**src/rtl/hazard_flush_ctrl_pkg.sv**
```systemverilog
// Shared types for the hazard/flush controller: register index width and
// the memory-wait FSM state encoding.
package hazard_flush_ctrl_pkg;

    localparam int REG_IDX_W = 5;

    typedef enum logic {
        ST_RUN  = 1'b0,
        ST_WAIT = 1'b1
    } mem_state_e;

endpackage

```
**src/rtl/hazard_flush_ctrl_sat_counter.sv**
```systemverilog
// Saturating up-counter: holds at all-ones instead of wrapping.
module sat_counter #(
    parameter int CNT_W = 16
) (
    input  logic             clk,
    input  logic             reset,
    input  logic             inc,
    output logic [CNT_W-1:0] count
);

    function automatic logic [CNT_W-1:0] sat_inc(input logic [CNT_W-1:0] v);
        return (&v) ? v : v + CNT_W'(1);
    endfunction

    always_ff @(posedge clk) begin
        if (reset) begin
            count <= '0;
        end else if (inc) begin
            count <= sat_inc(count);
        end
    end

endmodule

```
**src/rtl/hazard_flush_ctrl.sv**
```systemverilog
// Pipeline stall/flush controller: load-use, taken-branch and memory-wait
// handling, with saturating event counters and a sticky memory-timeout flag.
module hazard_flush_ctrl
    import hazard_flush_ctrl_pkg::*;
#(
    parameter int CNT_W       = 16,
    parameter int MEM_TIMEOUT = 64
) (
    input  logic                 clk,
    input  logic                 reset,
    input  logic [REG_IDX_W-1:0] RP1_OF,
    input  logic [REG_IDX_W-1:0] RP2_OF,
    input  logic                 useRP1_OF,
    input  logic                 useRP2_OF,
    input  logic [REG_IDX_W-1:0] rd_ALU,
    input  logic                 is_Ld_ALU,
    input  logic                 isWb_ALU,
    input  logic                 isBranchTaken_ALU,
    input  logic                 memBusy_MA,
    output logic                 pcSel,
    output logic                 stall_PC,
    output logic                 stall_IFOF,
    output logic                 flush_IFOF,
    output logic                 stall_OFALU,
    output logic                 flush_OFALU,
    output logic                 stall_ALUMA,
    output logic [CNT_W-1:0]     stallCount,
    output logic [CNT_W-1:0]     flushCount,
    output logic                 memTimeout
);

    localparam int WCNT_W = $clog2(MEM_TIMEOUT + 1);
    localparam logic [WCNT_W-1:0] WAIT_MAX = WCNT_W'(MEM_TIMEOUT);

    logic load_use;
    logic stall_inc;
    logic flush_inc;

    mem_state_e        state_q, state_d;
    logic [WCNT_W-1:0] wait_cnt_q, wait_cnt_d;
    logic              timeout_q;

    // r0 is compared like any other index; the OF decoder already masks unused ports.
    assign load_use = is_Ld_ALU && isWb_ALU &&
                      ((useRP1_OF && (RP1_OF == rd_ALU)) ||
                       (useRP2_OF && (RP2_OF == rd_ALU)));

    always_comb begin
        pcSel       = 1'b0;
        stall_PC    = 1'b0;
        stall_IFOF  = 1'b0;
        flush_IFOF  = 1'b0;
        stall_OFALU = 1'b0;
        flush_OFALU = 1'b0;
        stall_ALUMA = 1'b0;
        if (reset) begin
            flush_IFOF  = 1'b1;
            flush_OFALU = 1'b1;
        end else if (memBusy_MA) begin
            // Freezing ALU/MA also freezes any taken branch until memory releases.
            stall_PC    = 1'b1;
            stall_IFOF  = 1'b1;
            stall_OFALU = 1'b1;
            stall_ALUMA = 1'b1;
        end else if (isBranchTaken_ALU) begin
            pcSel       = 1'b1;
            flush_IFOF  = 1'b1;
            flush_OFALU = 1'b1;
        end else if (load_use) begin
            stall_PC    = 1'b1;
            stall_IFOF  = 1'b1;
            flush_OFALU = 1'b1;
        end
    end

    assign stall_inc = !reset && (memBusy_MA || (!isBranchTaken_ALU && load_use));
    assign flush_inc = !reset && !memBusy_MA && isBranchTaken_ALU;

    always_comb begin
        state_d    = state_q;
        wait_cnt_d = wait_cnt_q;
        case (state_q)
            ST_RUN: begin
                if (memBusy_MA) begin
                    state_d    = ST_WAIT;
                    wait_cnt_d = WCNT_W'(1);
                end else begin
                    wait_cnt_d = '0;
                end
            end
            ST_WAIT: begin
                if (memBusy_MA) begin
                    if (wait_cnt_q != WAIT_MAX) wait_cnt_d = wait_cnt_q + WCNT_W'(1);
                end else begin
                    state_d    = ST_RUN;
                    wait_cnt_d = '0;
                end
            end
            default: begin
                state_d    = ST_RUN;
                wait_cnt_d = '0;
            end
        endcase
    end

    always_ff @(posedge clk) begin
        if (reset) begin
            state_q    <= ST_RUN;
            wait_cnt_q <= '0;
            timeout_q  <= 1'b0;
        end else begin
            state_q    <= state_d;
            wait_cnt_q <= wait_cnt_d;
            if (wait_cnt_d == WAIT_MAX) timeout_q <= 1'b1;
        end
    end

    assign memTimeout = timeout_q;

    sat_counter #(.CNT_W(CNT_W)) u_stall_cnt (
        .clk   (clk),
        .reset (reset),
        .inc   (stall_inc),
        .count (stallCount)
    );

    sat_counter #(.CNT_W(CNT_W)) u_flush_cnt (
        .clk   (clk),
        .reset (reset),
        .inc   (flush_inc),
        .count (flushCount)
    );

endmodule
```
**config.mk**
```make
export PLATFORM = sky130hd
export DESIGN_NAME = hazard_flush_ctrl
export DESIGN_NICKNAME = d
export VERILOG_FILES = /design/src/rtl/hazard_flush_ctrl_pkg.sv /design/src/rtl/hazard_flush_ctrl_sat_counter.sv /design/src/rtl/hazard_flush_ctrl.sv
export SDC_FILE = /design/constraint.sdc
export NUM_CORES = 1
export LEC_CHECK = 0
export CORE_MARGIN = 10
export CORE_UTILIZATION = 40
export CTS_BUF_LIST = sky130_fd_sc_hd__clkbuf_2 sky130_fd_sc_hd__clkbuf_4 sky130_fd_sc_hd__clkbuf_8
export DETAILED_ROUTE_END_ITERATION = 10
export PLACE_DENSITY_LB_ADDON = 0.08
export SYNTH_ARGS = -nofsm -noshare
export SYNTH_HDL_FRONTEND = slang
export SYNTH_SLANG_ARGS = --single-unit
```
**constraint.sdc**
```tcl
create_clock -name clk -period 3.3 [get_ports clk]
set_input_delay 0.33 -clock clk [delete_from_list [all_inputs] [get_ports clk]]
set_output_delay 0.33 -clock clk [all_outputs]
set_load 0.05 [all_outputs]
```
==> results of run 1 <==
==> report_power, final <==
| part | switching [mW] | leakage (nW) | total (mW) | internal, mW |
|---|---|---|---|---|
| sequential | 0.00685 | 0.331 | 0.505 | 0.498 |
| combinational | 0.0688 | 0.580 | 0.129 | 0.0605 |
| clock | 0.180 | 0.0542 | 0.369 | 0.189 |
| total | 0.255 | 0.966 | 1.00 | 0.748 |
==> metal layers <==
metal	up-vias	global-route usage, %	routed length (um)
met1	945	15.3	2520
met2	34	21.6	2650
li1	1058	-	-
met5	-	0	0
met4	0	3.86	64
met3	6	5.60	359
==> per-stage QoR <==
step	instances	instance area [um^2]	setup WS, ns	util, %	hold slack, ns
2_1_floorplan	259	2140	0.426	-	0.447
3_3_place_gp	387	2860	0.660	55.6	0.482
3_5_place_dp	387	2860	0.614	55.6	0.483
4_1_cts	395	2960	0.859	57.5	0.500
5_1_grt	395	2960	0.688	57.5	0.517
6_report	395	2960	0.855	57.5	0.493
==> synthesized netlist by cell type, types with 2 or more instances <==
cell type	n	share of area (%)
sky130_fd_sc_hd__a21oi_1	18	4.2
sky130_fd_sc_hd__and2_1	2	0.58
sky130_fd_sc_hd__and3_1	4	1.2
sky130_fd_sc_hd__and4_1	6	2.5
sky130_fd_sc_hd__buf_4	2	0.70
sky130_fd_sc_hd__clkbuf_1	5	0.88
sky130_fd_sc_hd__dfxtp_1	41	38
sky130_fd_sc_hd__ha_1	4	2.3
sky130_fd_sc_hd__inv_1	7	1.2
sky130_fd_sc_hd__nand2_1	21	3.7
sky130_fd_sc_hd__nand3_1	15	3.5
sky130_fd_sc_hd__nand4_1	16	4.7
sky130_fd_sc_hd__nor2_1	30	5.3
sky130_fd_sc_hd__nor3_1	8	1.9
sky130_fd_sc_hd__o21ai_0	10	2.3
sky130_fd_sc_hd__o31ai_1	4	1.4
sky130_fd_sc_hd__or2_2	2	0.58
sky130_fd_sc_hd__or3_1	10	2.9
sky130_fd_sc_hd__or4_1	5	1.8
sky130_fd_sc_hd__xnor2_1	22	9.0
sky130_fd_sc_hd__xor2_1	9	3.7
==> logic make-up after synthesis <==
kind of cell,after synthesis,share of synthesized area [%]
AO/OA/AOI/OAI,42,12.3
buffers and inverters,16,3.57
AND/OR/NAND/NOR,125,30.7
XOR/XNOR,31,12.7
adder cells (fa/ha/maj),4,2.34
flip-flops,41,38.4
==> state kept, by name, indices dropped and copies added (netlist names) <==
signal and cells:
state_q 1, u_flush_cnt.count 16, u_stall_cnt.count 16, memTimeout 1
wait_cnt_q 7
==> critical path, cell delays in order <==
cell and delay [ns]:
sky130_fd_sc_hd__clkdlybuf4s50_1 0.59, sky130_fd_sc_hd__nor2b_1 0.08, sky130_fd_sc_hd__or3_4 0.39, sky130_fd_sc_hd__o31ai_4 0.29, sky130_fd_sc_hd__or2_2 0.26, sky130_fd_sc_hd__buf_12 0.16
==> worst max-delay path by stage <==
stage,from,endpoint,slack (ns),cells past startpoint
2_1_floorplan,reset,u_flush_cnt.count[10],0.43,7
3_3_place_gp,memBusy_MA,u_stall_cnt.count[5],0.66,8
3_5_place_dp,memBusy_MA,u_stall_cnt.count[6],0.61,8
4_1_cts,memBusy_MA,stall_IFOF,0.86,6
5_1_grt,memBusy_MA,u_stall_cnt.count[6],0.69,8
6_report,memBusy_MA,stall_PC,0.86,6
==> cell type report <==
type / instances / share of cell area (%)
Tap cell: 70 / 2.96
Sequential cell: 41 / 27.8
Multi-Input combinational cell: 202 / 42.0
Inverter: 7 / 0.889
Clock buffer: 7 / 3.26
Timing Repair Buffer: 67 / 22.9
Clock inverter: 1 / 0.169
==> metrics, run 1 <==
outcome completed; flip-flop cell with the highest count after synthesis sky130_fd_sc_hd__dfxtp_1; area used by multi-input combinational logic 1240 um^2; Layout Nets roughly 350; relative slew slack ~60%; footprint of the flip-flops and latches 821 um^2; synthesized netlist cell count ~260; count of antenna diodes in the layout 0; DR WL/cell between 10 and 15 um; maximum buffer depth of the clock tree 2; netlist area before placement approximately 2100 um^2; launch instance of the worst register-to-register path u_stall_cnt.count[4]; total routing usage reported by global routing 13.2%; average size of a mapped cell just over 8 um^2; Clock Skews 0.00755 ns; share of layout cells above drive strength 1 just over 8%; Pins Over Slew Limit 0; Max Freq between 0.4 and 0.5 GHz; Resized cells post-CTS 0; area inside the core boundary around 5100 um^2; wire length of the first global-routing pass around 9400 um; CTS Hold Buffers Added 0; via count of the first global-routing pass 1,934; reg-to-reg setup timing slack about 1.3 ns; WP data arrival approximately 2.1 ns; number of antenna violations at the first check in global routing 0; final clock period utilization by the worst path between 70% and 80%; Root Buffer sky130_fd_sc_hd__clkbuf_8; overflow left after global routing 0; number of standard-cell rows in the floorplan 26; Pre-antenna DRT Iters 4; hold path endpoint memTimeout; slew at the pin closest to its max-slew limit between 0.5 and 0.6 ns; reported leakage power just under 1 nW; Sinks on Clock Net just over 40; Critical Path Sink Type primary output; total CTS buffers 5; post-synthesis sequential area ratio 38.4%; minimum clock period after layout approximately 2.4 ns; via count between 2,000 and 2,500; horizontal extent of the die between 90 and 100 um; H-tree lvl count 2; Hold Path Class flop to flop; I/O Pins between 60 and 70; final count of negative-setup-slack endpoints 0; data required time of the critical path 2.97 ns; latest clock arrival within the worst-skew pair around 0.29 ns; max cap viols 0; # Post-CTS Setup Buffers 0; startpoint of the lowest-slack hold path memTimeout; aggregate routed wire length about 5600 um; number of flops mapped to enable cells by yosys 0; number of storage elements in the synthesis netlist 41; async set-reset flop share out of synthesis 0%; RePlAce Congestion around 0.85; Crit Path Max Fanout 7; number of distinct library cells after synthesis 39; initial cell density of the core between 40% and 50%; total die area 8670 um^2; ratio of routed vias to standard cells ~5.2; total power consumption of the routed design 1.00 mW; clock tree from TritonCTS yes; number of port buffers 62; vertical extent of the die 93.1 um; RR Endpoint u_stall_cnt.count[6]; number of nets produced by synthesis around 290; critical path class primary input to primary output; 1st-iter DRT viols 81; relative area change from synthesis to final layout 38.2%; RSZ-0062 raised after global routing no; hold-critical path depth 1; number of nets with antenna violations after detailed routing 0; register clock-pin slew on the reported worst setup and hold paths around 0.07 ns; final-layout fill cell count 515; post-route DRC violation count 0; commonest non-fill, non-tap cell in the layout sky130_fd_sc_hd__clkdlybuf4s50_1; Ys Warns 0; aggregate negative setup slack 0 ns; nature of the critical path startpoint primary input; largest net degree at the start of global routing 19; worst voltage drop across the vdd grid approximately 0.00021 V; leading cell types in the layout, fill and taps excluded sky130_fd_sc_hd__clkdlybuf4s50_1 (55), sky130_fd_sc_hd__dfxtp_1 (41), sky130_fd_sc_hd__nor2_1 (30); power density normalized to cell area around 340 nW/um^2; count of cells along the worst register-to-register path 7; Post-DP HPWL around 4400 um; hold violation count in the final report 0
Note: power is estimated with default switching activity, not from simulation.
==> inputs of run 2 (changes only) <==
==> constraint.sdc (replaced) <==
create_clock -name clk -period 2.1 [get_ports clk]
set_input_delay 0.21 -clock clk [delete_from_list [all_inputs] [get_ports clk]]
set_output_delay 0.21 -clock clk [all_outputs]
set_load 0.05 [all_outputs]
==> run 2 against run 1 <==
Clock-buffer cell count unchanged. Critical path depth up 1. Utilization is 3.5 points higher. Total power is 55% higher. Flip-flop and latch count unchanged. Setup slack lost 0.76 ns. Sequential share of layout area decreased by 1.0 points. Die area unchanged. Critical path type unchanged. Non-clock buffer count rose by 15.
==> metrics, run 2 (synthesis results as in run 1) <==
Layout Nets 366 (was 351); total die area 8670 um^2 (unchanged); Clock Skews 0.00761 ns (was 0.00755 ns); wire length of the first global-routing pass 9390 um (was 9420 um); relative area change from synthesis to final layout 46.7% (was 38.2%); initial cell density of the core 41.6% (unchanged); total CTS buffers 5 (unchanged); horizontal extent of the die 93.1 um (unchanged); commonest non-fill, non-tap cell in the layout sky130_fd_sc_hd__clkdlybuf4s50_1 (unchanged); slew at the pin closest to its max-slew limit 0.524 ns (was 0.578 ns); total routing usage reported by global routing 12.9% (was 13.2%); reg-to-reg setup timing slack 0.21 ns (was 1.29 ns); DR WL/cell 13.4 um (was 14.1 um); largest net degree at the start of global routing 31 (was 19); Sinks on Clock Net 41 (unchanged); final-layout fill cell count 502 (was 515); net switching power figure 0.380 mW (was 0.255 mW); routed metal-1 wirelength 2510 um (was 2520 um); share of power burned in the clock network 34.0% (was 36.8%); RSZ-0062 raised after global routing no (unchanged); aggregate routed wire length 5470 um (was 5590 um); CTS Hold Buffers Added 0 (unchanged); max cap viols 0 (unchanged); RePlAce Congestion 0.780 (was 0.847); detailed route wirelength on metal3 457 um (was 359 um); share of layout cells above drive strength 1 16.8% (was 8.31%); Pre-antenna DRT Iters 4 (unchanged); count of antenna diodes in the layout 0 (unchanged); vertical extent of the die 93.1 um (unchanged); largest registers u_flush_cnt.count x16, u_stall_cnt.count x16, wait_cnt_q x7 (unchanged); Sequential Power Share 50.9% (was 50.3%); number of antenna violations at the first check in global routing 0 (unchanged); WP data arrival 1.80 ns (was 2.11 ns); switching power as a share of total power 24.5% (was 25.5%); detailed-routed wire length on met2 2430 um (was 2650 um); logic gate share of total power 15.1% (was 12.9%); register clock-pin slew on the reported worst setup and hold paths 0.07 ns (about the same); Root Buffer sky130_fd_sc_hd__clkbuf_8 (unchanged); via count 2,136 (was 2,043); Hold Path Class flop to flop (unchanged); post-place setup slack -0.219 ns (was 0.614 ns); power density normalized to cell area 496 nW/um^2 (was 340 nW/um^2); ratio of routed vias to standard cells 5.22 (was 5.17); Post-DP HPWL 4270 um (was 4360 um); latest clock arrival within the worst-skew pair 0.29 ns (about the same); clock tree from TritonCTS yes (unchanged); Max Freq ~0.50 GHz; final clock period utilization by the worst path between 90 and 100%; number of standard-cell rows in the floorplan 26 (unchanged); Critical Path Sink Type primary output (unchanged); via count of the first global-routing pass 1,993 (was 1,934); final count of negative-setup-slack endpoints 0 (unchanged); area used by multi-input combinational logic 1270 um^2 (was 1240 um^2); highest signal layer in the routed design met4 (unchanged); worst voltage drop across the vdd grid 0.000372 V (was 0.000207 V); number of port buffers 62 (unchanged); leading cell types in the layout, fill and taps excluded sky130_fd_sc_hd__clkdlybuf4s50_1 (51), sky130_fd_sc_hd__nor2_1 (30), sky130_fd_sc_hd__dfxtp_1 (27) (was sky130_fd_sc_hd__clkdlybuf4s50_1 (55), sky130_fd_sc_hd__dfxtp_1 (41), sky130_fd_sc_hd__nor2_1 (30)); minimum clock period after layout 2.01 ns; outcome completed (unchanged); nature of the critical path startpoint primary input (unchanged); maximum buffer depth of the clock tree 2 (unchanged); I/O Pins 63 (unchanged); relative slew slack 64.9% (was 61.5%); post-route worst setup slack 0.0908 ns (was 0.855 ns); area of all placed cells without fillers 3140 um^2 (was 2960 um^2); Crit Path Max Fanout 4 (was 7); area inside the core boundary 5140 um^2 (unchanged); Pins Over Slew Limit 0 (unchanged); overflow left after global routing 0 (unchanged); H-tree lvl count 2 (unchanged); post-route DRC violation count 0 (unchanged); Post-DP Area 3010 um^2 (was 2860 um^2); number of nets with antenna violations after detailed routing 0 (unchanged); hold violation count in the final report 0 (unchanged); cell internal pwr 1.17 mW (was 0.748 mW); critical path class primary input to primary output (unchanged); data required time of the critical path 1.89 ns (was 2.97 ns); 1st-iter DRT viols 124 (was 81); footprint of the flip-flops and latches 838 um^2 (was 821 um^2); reported leakage power 1.11 nW (was 0.966 nW)
run 2: cell types whose count changed in the layout (fill, tap and decap cells not counted), sizes merged:
cell,previous run,this run
clkinv,1,0
dlymetal6s2s,0,4
buf,12,27
clkdlybuf4s50,55,51
run 2: through the flow:
| stage | power (mW) | setup TNS [ns] | utilization, % | hold slack (ns) | std cells |
|---|---|---|---|---|---|
| after floorplan | 0.926 | 0 | - | 0.420 | 259 |
| after global placement | 1.04 | -1.89 | 58.5 | 0.450 | 400 |
| after detailed placement | 1.04 | -2.48 | 58.5 | 0.468 | 400 |
| after CTS | 1.57 | 0 | 60.4 | 0.483 | 407 |
| after global routing | 1.62 | 0 | 61.1 | 0.497 | 409 |
| final | 1.56 | 0 | 61.1 | 0.479 | 409 |
run 2: cell type report:
type,instances,share of cell area (%)
clock buffer,7,2.87
inverter,7,0.837
multi-input combinational,202,40.5
sequential,41,26.7
tap,70,2.79
timing repair buffer,82,26.3
run 2: power by group through the flow:
stage	clock network (mW)	registers, mW	logic [mW]
finish	0.528	0.792	0.235
CTS	0.546	0.791	0.235
global placement	0	0.810	0.232
floorplan	0	0.825	0.101
detailed placement	0	0.810	0.232
global route	0.578	0.793	0.253
run 2: worst paths after layout:
path / cells after the start / from / endpoint
worst max register to register: 7 / u_flush_cnt.count[0] / u_flush_cnt.count[3]
worst min-delay path: 1 / memTimeout / memTimeout
worst min register to register: 1 / memTimeout / memTimeout
worst max-delay path: 7 / rd_ALU[1] / stall_IFOF
run 2: timing repair:
action                                 in CTS  in global routing
resized for setup                           2                  6
setup endpoints to repair                   2                  2
endpoints found under the hold margin       0                  0
pin swaps                                   2                  4
setup buffers                               0                  2
run 2: critical path, cell delays in order:
cell	delay, ns
sky130_fd_sc_hd__clkdlybuf4s50_1	0.50
sky130_fd_sc_hd__xnor2_1	0.13
sky130_fd_sc_hd__nand4_1	0.20
sky130_fd_sc_hd__o31ai_4	0.29
sky130_fd_sc_hd__buf_4	0.15
sky130_fd_sc_hd__or2_4	0.16
sky130_fd_sc_hd__buf_12	0.15
run 2: per-layer routing:
metal  vias to the layer above  track usage [%]
met3                         8             6.08
li1                       1086                -
met1                       974             15.2
met4                         0             3.86
met5                         -                0
met2                        68             20.3
